===== src/rtl/ahb_pkg.sv =====
// Shared AHB definitions used by the master mux and its burst tracker.
//   htrans_t  : transfer type encoding (IDLE/BUSY/NONSEQ/SEQ)
//   hburst_t  : burst type encoding (SINGLE .. INCR16)
//   burst_len : beat count of a fixed-length burst, 0 for SINGLE/INCR
package ahb_pkg;

    typedef enum logic [1:0] {
        IDLE   = 2'd0,
        BUSY   = 2'd1,
        NONSEQ = 2'd2,
        SEQ    = 2'd3
    } htrans_t;

    typedef enum logic [2:0] {
        SINGLE = 3'd0,
        INCR   = 3'd1,
        WRAP4  = 3'd2,
        INCR4  = 3'd3,
        WRAP8  = 3'd4,
        INCR8  = 3'd5,
        WRAP16 = 3'd6,
        INCR16 = 3'd7
    } hburst_t;

    // SINGLE and undefined-length INCR have no beat count to track.
    function automatic logic [4:0] burst_len(hburst_t b);
        case (b)
            WRAP4, INCR4:   burst_len = 5'd4;
            WRAP8, INCR8:   burst_len = 5'd8;
            WRAP16, INCR16: burst_len = 5'd16;
            default:        burst_len = 5'd0;
        endcase
    endfunction

endpackage


===== src/rtl/ahb_master_mux_if.sv =====
// Bus bundle between the AHB masters/arbiter and the master mux.
//   Inputs to the mux : HMASTER, HREADY and the flattened per-master fields
//                       (master i occupies slice [i*W +: W]).
//   Outputs of the mux: muxed address/control, data-phase write data and
//                       owner, DATA_VALID and burst status flags.
// Modports: slave  - the mux view (it serves the masters)
//           master - the view of whatever drives the masters' requests
interface ahb_master_mux_if #(
    parameter int NUM_MASTERS = 16,
    parameter int ADDR_W      = 32,
    parameter int DATA_W      = 32
);
    logic [3:0]                    HMASTER;
    logic                          HREADY;
    logic [NUM_MASTERS*ADDR_W-1:0] HADDRx;
    logic [NUM_MASTERS*2-1:0]      HTRANSx;
    logic [NUM_MASTERS-1:0]        HWRITEx;
    logic [NUM_MASTERS*3-1:0]      HSIZEx;
    logic [NUM_MASTERS*3-1:0]      HBURSTx;
    logic [NUM_MASTERS*4-1:0]      HPROTx;
    logic [NUM_MASTERS*DATA_W-1:0] HWDATAx;

    logic [ADDR_W-1:0]             HADDR;
    logic [1:0]                    HTRANS;
    logic                          HWRITE;
    logic [2:0]                    HSIZE;
    logic [2:0]                    HBURST;
    logic [3:0]                    HPROT;
    logic [DATA_W-1:0]             HWDATA;
    logic [3:0]                    HMASTER_D;
    logic                          DATA_VALID;
    logic                          BURST_ACTIVE;
    logic                          BURST_EARLY_TERM;

    modport slave (
        input  HMASTER, HREADY, HADDRx, HTRANSx, HWRITEx, HSIZEx, HBURSTx, HPROTx, HWDATAx,
        output HADDR, HTRANS, HWRITE, HSIZE, HBURST, HPROT, HWDATA, HMASTER_D,
               DATA_VALID, BURST_ACTIVE, BURST_EARLY_TERM
    );

    modport master (
        output HMASTER, HREADY, HADDRx, HTRANSx, HWRITEx, HSIZEx, HBURSTx, HPROTx, HWDATAx,
        input  HADDR, HTRANS, HWRITE, HSIZE, HBURST, HPROT, HWDATA, HMASTER_D,
               DATA_VALID, BURST_ACTIVE, BURST_EARLY_TERM
    );
endinterface


===== src/rtl/ahb_burst_tracker.sv =====
// Fixed-length burst tracker on the muxed address phase.
//   clk, rst_n        : clock, asynchronous active-low reset
//   htrans, hburst    : muxed transfer type / burst type
//   hmaster, hready   : address-phase owner, bus ready
//   burst_active      : registered, high while a fixed burst is in progress
//   burst_early_term  : one-cycle pulse after a burst is cut short
module ahb_burst_tracker
    import ahb_pkg::*;
(
    input  logic       clk,
    input  logic       rst_n,
    input  htrans_t    htrans,
    input  hburst_t    hburst,
    input  logic [3:0] hmaster,
    input  logic       hready,
    output logic       burst_active,
    output logic       burst_early_term
);

    typedef enum logic {
        ST_IDLE  = 1'b0,
        ST_BURST = 1'b1
    } state_t;

    state_t     state_reg, state_next;
    logic [3:0] beats_reg, beats_next;
    logic [3:0] owner_reg, owner_next;
    logic       term_reg,  term_next;
    logic [4:0] len;
    logic       starts_fixed;

    assign len          = burst_len(hburst);
    assign starts_fixed = (htrans == NONSEQ) && (len != 5'd0);

    always_ff @(posedge clk or negedge rst_n) begin
        if (!rst_n) begin
            state_reg <= ST_IDLE;
            beats_reg <= '0;
            owner_reg <= '0;
            term_reg  <= 1'b0;
        end else begin
            state_reg <= state_next;
            beats_reg <= beats_next;
            owner_reg <= owner_next;
            term_reg  <= term_next;
        end
    end

    always_comb begin
        state_next = state_reg;
        beats_next = beats_reg;
        owner_next = owner_reg;
        term_next  = 1'b0;
        if (hready) begin
            case (state_reg)
                ST_IDLE: begin
                    if (starts_fixed) begin
                        state_next = ST_BURST;
                        beats_next = 4'(len - 5'd1);
                        owner_next = hmaster;
                    end
                end
                ST_BURST: begin
                    if (htrans == BUSY && hmaster == owner_reg) begin
                        // owner paused the burst: nothing moves
                    end else if (htrans == SEQ && hmaster == owner_reg) begin
                        beats_next = beats_reg - 4'd1;
                        if (beats_reg == 4'd1) begin
                            state_next = ST_IDLE;
                        end
                    end else begin
                        // The cutting transfer may itself open a new fixed burst.
                        term_next = 1'b1;
                        if (starts_fixed) begin
                            state_next = ST_BURST;
                            beats_next = 4'(len - 5'd1);
                            owner_next = hmaster;
                        end else begin
                            state_next = ST_IDLE;
                            beats_next = '0;
                        end
                    end
                end
                default: state_next = ST_IDLE;
            endcase
        end
    end

    assign burst_active     = (state_reg == ST_BURST);
    assign burst_early_term = term_reg;

endmodule


===== src/rtl/ahb_master_mux.sv =====
// AHB master-side multiplexer sitting after the arbiter.
//   HCLK, HRESETn : bus clock, asynchronous active-low reset
//   bus (slave)   : per-master request fields in, muxed address/control,
//                   data-phase HWDATA/HMASTER_D/DATA_VALID and burst flags out
// Address/control are muxed combinationally from master[HMASTER]; the owner
// is registered into the data phase (only on HREADY) to steer HWDATA.
module ahb_master_mux
    import ahb_pkg::*;
#(
    parameter int NUM_MASTERS = 16,
    parameter int ADDR_W      = 32,
    parameter int DATA_W      = 32
) (
    input  logic                 HCLK,
    input  logic                 HRESETn,
    ahb_master_mux_if.slave      bus
);

    logic [ADDR_W-1:0] addr_arr  [NUM_MASTERS];
    logic [1:0]        trans_arr [NUM_MASTERS];
    logic [2:0]        size_arr  [NUM_MASTERS];
    logic [2:0]        burst_arr [NUM_MASTERS];
    logic [3:0]        prot_arr  [NUM_MASTERS];
    logic [DATA_W-1:0] wdata_arr [NUM_MASTERS];

    for (genvar gi = 0; gi < NUM_MASTERS; gi++) begin : g_unpack
        assign addr_arr[gi]  = bus.HADDRx[gi*ADDR_W +: ADDR_W];
        assign trans_arr[gi] = bus.HTRANSx[gi*2 +: 2];
        assign size_arr[gi]  = bus.HSIZEx[gi*3 +: 3];
        assign burst_arr[gi] = bus.HBURSTx[gi*3 +: 3];
        assign prot_arr[gi]  = bus.HPROTx[gi*4 +: 4];
        assign wdata_arr[gi] = bus.HWDATAx[gi*DATA_W +: DATA_W];
    end

    logic [ADDR_W-1:0] haddr_mux;
    htrans_t           htrans_mux;
    logic              hwrite_mux;
    logic [2:0]        hsize_mux;
    hburst_t           hburst_mux;
    logic [3:0]        hprot_mux;

    // An out-of-range HMASTER matches no entry and leaves the IDLE/zero defaults.
    always_comb begin
        haddr_mux  = '0;
        htrans_mux = IDLE;
        hwrite_mux = 1'b0;
        hsize_mux  = '0;
        hburst_mux = SINGLE;
        hprot_mux  = '0;
        for (int i = 0; i < NUM_MASTERS; i++) begin
            if (bus.HMASTER == 4'(i)) begin
                haddr_mux  = addr_arr[i];
                htrans_mux = htrans_t'(trans_arr[i]);
                hwrite_mux = bus.HWRITEx[i];
                hsize_mux  = size_arr[i];
                hburst_mux = hburst_t'(burst_arr[i]);
                hprot_mux  = prot_arr[i];
            end
        end
    end

    logic       xfer_real;
    logic [3:0] hmaster_d_reg;
    logic       valid_d_reg;
    logic       write_d_reg;

    assign xfer_real = (htrans_mux == NONSEQ) || (htrans_mux == SEQ);

    always_ff @(posedge HCLK or negedge HRESETn) begin
        if (!HRESETn) begin
            hmaster_d_reg <= '0;
            valid_d_reg   <= 1'b0;
            write_d_reg   <= 1'b0;
        end else if (bus.HREADY) begin
            hmaster_d_reg <= bus.HMASTER;
            valid_d_reg   <= xfer_real;
            write_d_reg   <= hwrite_mux & xfer_real;
        end
    end

    // Write data is forced to zero outside a real write data phase.
    logic [DATA_W-1:0] hwdata_mux;
    always_comb begin
        hwdata_mux = '0;
        for (int i = 0; i < NUM_MASTERS; i++) begin
            if (write_d_reg && hmaster_d_reg == 4'(i)) begin
                hwdata_mux = wdata_arr[i];
            end
        end
    end

    logic burst_active;
    logic burst_early_term;

    ahb_burst_tracker u_burst_tracker (
        .clk              (HCLK),
        .rst_n            (HRESETn),
        .htrans           (htrans_mux),
        .hburst           (hburst_mux),
        .hmaster          (bus.HMASTER),
        .hready           (bus.HREADY),
        .burst_active     (burst_active),
        .burst_early_term (burst_early_term)
    );

    assign bus.HADDR            = haddr_mux;
    assign bus.HTRANS           = htrans_mux;
    assign bus.HWRITE           = hwrite_mux;
    assign bus.HSIZE            = hsize_mux;
    assign bus.HBURST           = hburst_mux;
    assign bus.HPROT            = hprot_mux;
    assign bus.HWDATA           = hwdata_mux;
    assign bus.HMASTER_D        = hmaster_d_reg;
    assign bus.DATA_VALID       = valid_d_reg;
    assign bus.BURST_ACTIVE     = burst_active;
    assign bus.BURST_EARLY_TERM = burst_early_term;

endmodule


===== src/flat_wrapper.sv =====
// flat-port wrapper written by rule: the top's interface ports become plain ports
module ahb_master_mux_flat import ahb_pkg::*;
#(
    parameter int NUM_MASTERS = 16,
    parameter int ADDR_W      = 32,
    parameter int DATA_W      = 32
)
  (HCLK, HRESETn, bus_HMASTER, bus_HREADY, bus_HADDRx, bus_HTRANSx, bus_HWRITEx, bus_HSIZEx, bus_HBURSTx, bus_HPROTx, bus_HWDATAx, bus_HADDR, bus_HTRANS, bus_HWRITE, bus_HSIZE, bus_HBURST, bus_HPROT, bus_HWDATA, bus_HMASTER_D, bus_DATA_VALID, bus_BURST_ACTIVE, bus_BURST_EARLY_TERM);
  ahb_master_mux_if #(.NUM_MASTERS(NUM_MASTERS), .ADDR_W(ADDR_W), .DATA_W(DATA_W)) bus_i ();
  input  logic HCLK;
  input  logic HRESETn;
  input wire logic [$bits(bus_i.HMASTER)-1:0] bus_HMASTER;
  input wire logic [$bits(bus_i.HREADY)-1:0] bus_HREADY;
  input wire logic [$bits(bus_i.HADDRx)-1:0] bus_HADDRx;
  input wire logic [$bits(bus_i.HTRANSx)-1:0] bus_HTRANSx;
  input wire logic [$bits(bus_i.HWRITEx)-1:0] bus_HWRITEx;
  input wire logic [$bits(bus_i.HSIZEx)-1:0] bus_HSIZEx;
  input wire logic [$bits(bus_i.HBURSTx)-1:0] bus_HBURSTx;
  input wire logic [$bits(bus_i.HPROTx)-1:0] bus_HPROTx;
  input wire logic [$bits(bus_i.HWDATAx)-1:0] bus_HWDATAx;
  output wire logic [$bits(bus_i.HADDR)-1:0] bus_HADDR;
  output wire logic [$bits(bus_i.HTRANS)-1:0] bus_HTRANS;
  output wire logic [$bits(bus_i.HWRITE)-1:0] bus_HWRITE;
  output wire logic [$bits(bus_i.HSIZE)-1:0] bus_HSIZE;
  output wire logic [$bits(bus_i.HBURST)-1:0] bus_HBURST;
  output wire logic [$bits(bus_i.HPROT)-1:0] bus_HPROT;
  output wire logic [$bits(bus_i.HWDATA)-1:0] bus_HWDATA;
  output wire logic [$bits(bus_i.HMASTER_D)-1:0] bus_HMASTER_D;
  output wire logic [$bits(bus_i.DATA_VALID)-1:0] bus_DATA_VALID;
  output wire logic [$bits(bus_i.BURST_ACTIVE)-1:0] bus_BURST_ACTIVE;
  output wire logic [$bits(bus_i.BURST_EARLY_TERM)-1:0] bus_BURST_EARLY_TERM;
  assign bus_i.HMASTER = bus_HMASTER;
  assign bus_i.HREADY = bus_HREADY;
  assign bus_i.HADDRx = bus_HADDRx;
  assign bus_i.HTRANSx = bus_HTRANSx;
  assign bus_i.HWRITEx = bus_HWRITEx;
  assign bus_i.HSIZEx = bus_HSIZEx;
  assign bus_i.HBURSTx = bus_HBURSTx;
  assign bus_i.HPROTx = bus_HPROTx;
  assign bus_i.HWDATAx = bus_HWDATAx;
  assign bus_HADDR = bus_i.HADDR;
  assign bus_HTRANS = bus_i.HTRANS;
  assign bus_HWRITE = bus_i.HWRITE;
  assign bus_HSIZE = bus_i.HSIZE;
  assign bus_HBURST = bus_i.HBURST;
  assign bus_HPROT = bus_i.HPROT;
  assign bus_HWDATA = bus_i.HWDATA;
  assign bus_HMASTER_D = bus_i.HMASTER_D;
  assign bus_DATA_VALID = bus_i.DATA_VALID;
  assign bus_BURST_ACTIVE = bus_i.BURST_ACTIVE;
  assign bus_BURST_EARLY_TERM = bus_i.BURST_EARLY_TERM;
  ahb_master_mux #(.NUM_MASTERS(NUM_MASTERS), .ADDR_W(ADDR_W), .DATA_W(DATA_W)) u_core (.HCLK(HCLK), .HRESETn(HRESETn), .bus(bus_i));
endmodule

===== config.mk =====
export PLATFORM = sky130hd
export DESIGN_NAME = ahb_master_mux_flat
export DESIGN_NICKNAME = d
export VERILOG_FILES = /design/src/rtl/ahb_pkg.sv /design/src/rtl/ahb_master_mux_if.sv /design/src/rtl/ahb_burst_tracker.sv /design/src/rtl/ahb_master_mux.sv /design/src/flat_wrapper.sv
export SDC_FILE = /design/constraint.sdc
export NUM_CORES = 1
export LEC_CHECK = 0
export CORE_AREA = 2 2 513 515
export DETAILED_ROUTE_END_ITERATION = 10
export DIE_AREA = 0 0 515 517
export PLACE_DENSITY = 0.34
export SETUP_SLACK_MARGIN = 0.5
export SLEW_MARGIN = 20
export SYNTH_ARGS = -nofsm -noshare
export SYNTH_HDL_FRONTEND = slang
export SYNTH_HIERARCHICAL = 1
export SYNTH_SLANG_ARGS = --single-unit

===== constraint.sdc =====
create_clock -name HCLK -period 2.7 [get_ports HCLK]
set_input_delay 0.54 -clock HCLK [delete_from_list [all_inputs] [get_ports HCLK]]
set_output_delay 0.54 -clock HCLK [all_outputs]
set_load 0.005 [all_outputs]

Word-level counts from Yosys, hierarchy flattened --
Index checks and enable logic that the tools add are counted.
Storage, ports and cells: flip-flop bits (word level) 16, logic and storage cells 214
Cells by class: $add $sub $neg 2, equal/unequal tests 44, mux-type cells 131, bitwise gates (word level) 2, reduce and logical (&&, ||, !) cells 28
Operators with widths (count):
- 2-to-1 mux 32 bit | 32
- 2-to-1 mux 3 bit | 32
- 2-to-1 mux 4 bit | 23
- equality test 4 bit (second input constant) | 16
- equality test 4 x 3 -> 1 bit (second input constant) | 8
- 2-to-1 mux 2 bit | 16
- 2-to-1 mux 1 bit | 24
- logical AND 1 bit | 19
- equality test 4 x 2 -> 1 bit (second input constant) | 4
- one-hot mux 4 bit (2 select lines) | 2
- one-hot mux 5 bit (3 select lines) | 1
- equality test 3 bit (second input constant) | 4
- equality test 4 x 1 -> 1 bit (second input constant) | 3
- logical NOT 4 bit | 2
- subtractor 4 x 1 -> 4 bit (second input constant) | 2
- equality test 3 x 2 -> 1 bit (second input constant) | 2
- != test 2 bit (second input constant) | 3
- AND reduction 3 bit | 2
- OR reduction 2 bit | 3
- nonzero test 5 bit | 1
- equality test 2 bit (second input constant) | 2
- equality test 4 bit | 1
- equality test 2 x 1 -> 1 bit (second input constant) | 1
- one-hot mux 1 bit (2 select lines) | 1
- other kinds (3) | 3

Logic depth before layout (Yosys ltp) --
word-level depth 26, gate-level depth with buffers 18, mapped depth without buffers 14

Cells and area by module --
Netlist, hierarchy kept.
Modules (own cells, without submodules):
- ahb_master_mux | instances 1, cells an instance 1760, area an instance 11805.1 um^2, sequential area each 150.1 um^2
- ahb_burst_tracker | instances 1, cells an instance 72, area an instance 645.6 um^2, sequential area each 250.2 um^2

Worst setup path before layout --
No wires, ideal clock.
path type input port to flip-flop, from input bus_HMASTER[1], to register u_core.u_burst_tracker.beats_reg[3], arrival 3256 ps, required time 2579 ps, path slack -677 ps, stages 16, path buffers 4, cell sequence buf_4 > buf_6 > inv_2 > buf_2 > buf_2 > nand2_1 > a2111oi_0 > a211oi_1 > o21ai_0 > nand2b_1 > ha_1 > a21boi_2 > nor2_2 > a21oi_1 > a31o_1 > a22o_1
On the way: word-level cells in the longest chain between the ends 26
Ends and longest elaborated chain:
- start, declared | line flat_wrapper.sv:12 | input wire logic [$bits(bus_i.HMASTER)-1:0] bus_HMASTER;
- logical NOT 4 bit | line ahb_master_mux.sv:51 | if (bus.HMASTER == 4'(i)) begin
- 2-to-1 mux 3 bit (15 in a row) | line ahb_master_mux.sv:51
- 2-to-1 mux 3 bit * | line ahb_master_mux.sv:51
- net bus_HBURST[1] | line flat_wrapper.sv:25 | output wire logic [$bits(bus_i.HBURST)-1:0] bus_HBURST;
- equality test 3 bit or equality test 3 x 2 -> 1 bit (tied branches) | line ahb_pkg.sv:27 | case (b)
- OR reduction 2 bit | line ahb_pkg.sv:27
- one-hot mux 5 bit (3 select lines) * | line ahb_pkg.sv:27
- branches (longest 6 deep; another with subtractor 4 x 1 -> 4 bit)
- end signal, assigned | line ahb_burst_tracker.sv:43 | beats_reg <= beats_next;
- end, declared | line ahb_burst_tracker.sv:26 | logic [3:0] beats_reg, beats_next;
Mark *: on every way through the listed nets, which the timed path passes. The select of a mux whose other input is x is not followed. A chain may end at the register's enable or synchronous reset.

Worst setup path in the final report --
from register u_core.hmaster_d_reg[1], in the netlist u_core/bus.HMASTER_D[1], to output bus_HWDATA[9]
On the way: word-level cells in the longest chain between the ends 18
Ends and longest elaborated chain:
- start, declared | line ahb_master_mux.sv:63 | logic [3:0] hmaster_d_reg;
- start signal, assigned | line ahb_master_mux.sv:75 | hmaster_d_reg <= bus.HMASTER;
- logical NOT 4 bit | line ahb_master_mux.sv:86 | if (write_d_reg && hmaster_d_reg == 4'(i)) begin
- logical AND 1 bit | line ahb_master_mux.sv:86
- 2-to-1 mux 32 bit (15 in a row) | line ahb_master_mux.sv:86
- 2-to-1 mux 32 bit * | line ahb_master_mux.sv:86
- end, declared | line flat_wrapper.sv:27 | output wire logic [$bits(bus_i.HWDATA)-1:0] bus_HWDATA;
Mark *: on every way between the ends. The rest lies on a longest branch, timed or not.

==> key figures <==
CTS
  – Num CTS Buffers: 3
  – Reg clk slew, reported paths: 0.06 ns
  – Post-CTS Hold Fix Bufs: 0
  – Longest Clk Path Bufs: 2
  – CTS Root Cell: clkbuf_16
  – H-Tree Depth: 1
  – CTS tree: done
  – CTS Sinks: 16
  – Clk_lat worst skew: 0.27 ns

Logic synthesis
  – Warnings from Yosys: 6
  – Post-synthesis register bit count: 16
  – Post-synthesis sequential area ratio: 3.22%
  – Syn Std Cell Area: 12500 um^2
  – Avg Cell Area, Syn: 6.80 um^2
  – Synth cell types: 81
  – Number of synthesized flops with an enable pin: 0
  – Post-Syn Instances: 1832
  – Dominant synthesized flop cell: dfrtp_1
  – Async SR Flop Fraction: 100%
  – Net count after synthesis: 3074

Pwr
  – Psw: 3.89 mW
  – Gate power share: 91.4%
  – Seq pwr share: 4.6%
  – Power Density: 215 nW/um^2
  – Worst VDD drop: 161 uV
  – Leak Pwr: 15.0 nW
  – Pwr Total: 8.84 mW
  – Switch share: 44.0%
  – Power share of the clock group: 4.0%
  – Internal: 4.95 mW

Setup path
  – Worst reg2reg path endpoint: u_core/bus.HMASTER_D[0]
  – R2r startpoint: u_core/bus.HMASTER_D[0]
  – WP data arrival: 2.93 ns
  – Reg2Reg Depth: 5
  – Worst reg2reg setup slack: 0.91 ns
  – CP Launch Type: flop
  – Crit-path cells: buf_12 -> buf_8 -> or3b_4 -> buf_6 -> a21oi_4 -> a221oi_4 -> o21ai_1 -> o211ai_1 -> a41oi_2 -> buf_2
  – CP top delay family: compound AO/OA/AOI/OAI gates
  – Crit path buf inv count: 4
  – Crit. End Element: output port
  – Max incr delay on CP: 0.59 ns
  – Crit path required time: 2.16 ns
  – Setup CP Type: flop to output port
  – Slowest CP cell: dfrtp_4
  – Crit Path Max Fanout: 7

Timing
  – Slew HR: 38.8%
  – RSZ-0062 raised after global routing: yes
  – Final setup fails: 87
  – Final Max Tran Viols: 0
  – Worst Max-Slew Pin Slew: 0.918 ns
  – Final Hold Vio Count: 0
  – Final period utilization: 129%
  – Final worst slack: -0.774 ns
  – Fmax: 288 MHz
  – Final min period: 3.47 ns
  – Worst clock skew: 0.00424 ns
  – Setup TNS: -41.49 ns

Worst hold path
  – WHS Path Cells: 1
  – Hold Path Origin: u_core/bus.DATA_VALID
  – Hold EP: u_core/bus.DATA_VALID
  – Type of the worst min-delay path: flop to flop

Routing
  – Final wirelength: 225000 um
  – Vias: 25485
  – DRC viols: 0
  – Routed vias/inst: 3.51
  – Antenna-violating nets left: 0
  – DRT iter0 DRCs: 1400
  – WL/cell: 31.1 um
  – Pre-Repair DR Iteration Count: 6

Global route
  – Total grt overflow: 0
  – Global-route wire length before repair: 279000 um
  – Vias in the first global route: 26850
  – Largest net degree at the start of global routing: 41
  – Initial antenna violation count: 97
  – Tot GR Track Use: 15.9%

Floorplanning
  – Chip height: 517 um
  – Die area: 266000 um^2
  – Core Area: 261000 um^2
  – Io pins: 1323
  – Floorplan row count: 188
  – Die width: 515 um
  – Starting Density: 4.77%

Place
  – Final GP Congestion: 0.930
  – HPWL after detailed placement: 194000 um
  – Post-place instance area: 34600 um^2
  – Port Buffer Count: 1322
  – # placed instances: 6967

Layout
  – Layout Utilization: 15.8%
  – Fillers: 29567
  – Layout cells sized above 1: 38.1%
  – Final nets: 5044
  – Layout Cells excl Fill: 7254
  – Synth-to-layout area growth: 231%
  – Multi-input logic area: 14000 um^2
  – Layout Cell Area excl Fill: 41200 um^2
  – Register area: 413 um^2

Run status
  – Status: finished, violations left
  – Failing checks: setup timing

Job
  – Max_cap viols: 0
-- worst register-to-register path, cell delays in order, from the launching register on --
cell,delay [ns]
dfrtp_4,0.57
buf_4,0.21
inv_4,0.10
buf_6,0.26
buf_12,0.27
o21ai_0,0.24
-- cell usage after synthesis (21+ instances only) --
master / number / area, um^2
o21ai_0: 225 / 1130
a21oi_1: 201 / 1010
mux2i_1: 163 / 1630
o22ai_1: 145 / 907
nor2_1: 135 / 507
nand2_1: 100 / 375
clkbuf_1: 98 / 368
buf_2: 72 / 360
mux2_2: 67 / 754
o221ai_1: 62 / 543
a21o_1: 39 / 293
a221oi_1: 36 / 315
a22oi_1: 36 / 270
o22a_1: 29 / 254
a222oi_1: 27 / 270
a31oi_1: 27 / 169
a211oi_1: 24 / 180
a221oi_2: 21 / 315
nand3_1: 21 / 105
-- routing by layer --
layer  part of all wire [%]  wire length, um  GRT usage [%]  vias to the layer above
li1                       -                -              -                    11398
met1                     35            78200           16.0                    12461
met2                     54           121000           31.2                     1256
met3                    6.6            14800           3.77                      322
met4                    4.7            10700           6.05                       48
met5                   0.14              315              0                        -
-- final cells by class --
cell class                 instances  area share [%]
antenna                           33           0.200
clock buffer                       4           0.216
inverter                          14           0.188
multi-input combinational       1590            33.9
sequential                        16            1.00
tap                             3420            10.4
timing repair buffer            2177            54.1
-- what timing repair did --
| item | in CTS | in global routing |
|---|---|---|
| gates resized for setup | 952 | 259 |
| endpoints found under the setup margin | 93 | 89 |
| cloned | 10 | 5 |
| buffers inserted | 170 | 65 |
| pin swaps | 215 | 173 |
-- worst max-delay path by stage --
stage,start,to,slack [ns],cells after the start
final,u_core/bus.HMASTER_D[1],bus_HWDATA[9],-0.77,10
after global routing,u_core/bus.HMASTER_D[1],bus_HWDATA[28],-0.86,13
after CTS,u_core/bus.HMASTER_D[2],bus_HWDATA[15],-0.85,11
after detailed placement,u_core/bus.HMASTER_D[1],bus_HWDATA[0],-1.59,9
after global placement,u_core/bus.HMASTER_D[1],bus_HWDATA[0],-1.60,9
after floorplan,bus_HMASTER[1],u_core/u_burst_tracker/beats_reg[3],-0.42,16
-- placed cells by master, fill, tap and decap left out, drive strengths merged, types with 29 or more instances in the layout --
master	netlist	final
o221ai	62	62
a21oi	203	203
a221oi	57	57
mux2	70	70
nand2	100	100
mux2i	163	163
a22oi	36	36
o22a	29	29
nor2	141	141
o21ai	244	244
buf	113	928
clkdlybuf4s50	0	1228
diode	0	33
a21o	39	39
o22ai	145	145
-- power by group through the flow --
stage,logic (mW),clock network (mW),registers (mW)
final,8.08,0.358,0.404
after CTS,7.82,0.381,0.404
after global routing,8.48,0.392,0.418
after global placement,6.84,0,0.404
after floorplan,1.95,0,0.364
after detailed placement,6.79,0,0.405
-- logic make-up (layout without fill, tap and decap cells) --
logic type      Yosys count  after routing  share of synthesized area (%)
compound gates          994            994                           53.3
xor+xnor                  3              3                          0.211
fa+ha+maj                 3              3                          0.302
buf+inv                 226           2195                           8.88
flops                    16             16                           3.22
mux                     241            241                           20.9
other cells               0             33                              0
simple gates            349            349                           13.2
-- per-stage QoR --
stage          hold slack, ns  setup WS [ns]
4_1_cts                 0.523         -0.853
5_1_grt                 0.545         -0.856
6_report                0.519         -0.774
2_1_floorplan           0.244         -0.425
3_5_place_dp            0.506          -1.59
3_3_place_gp            0.495          -1.60
Note: power is estimated with default switching activity, not from simulation.
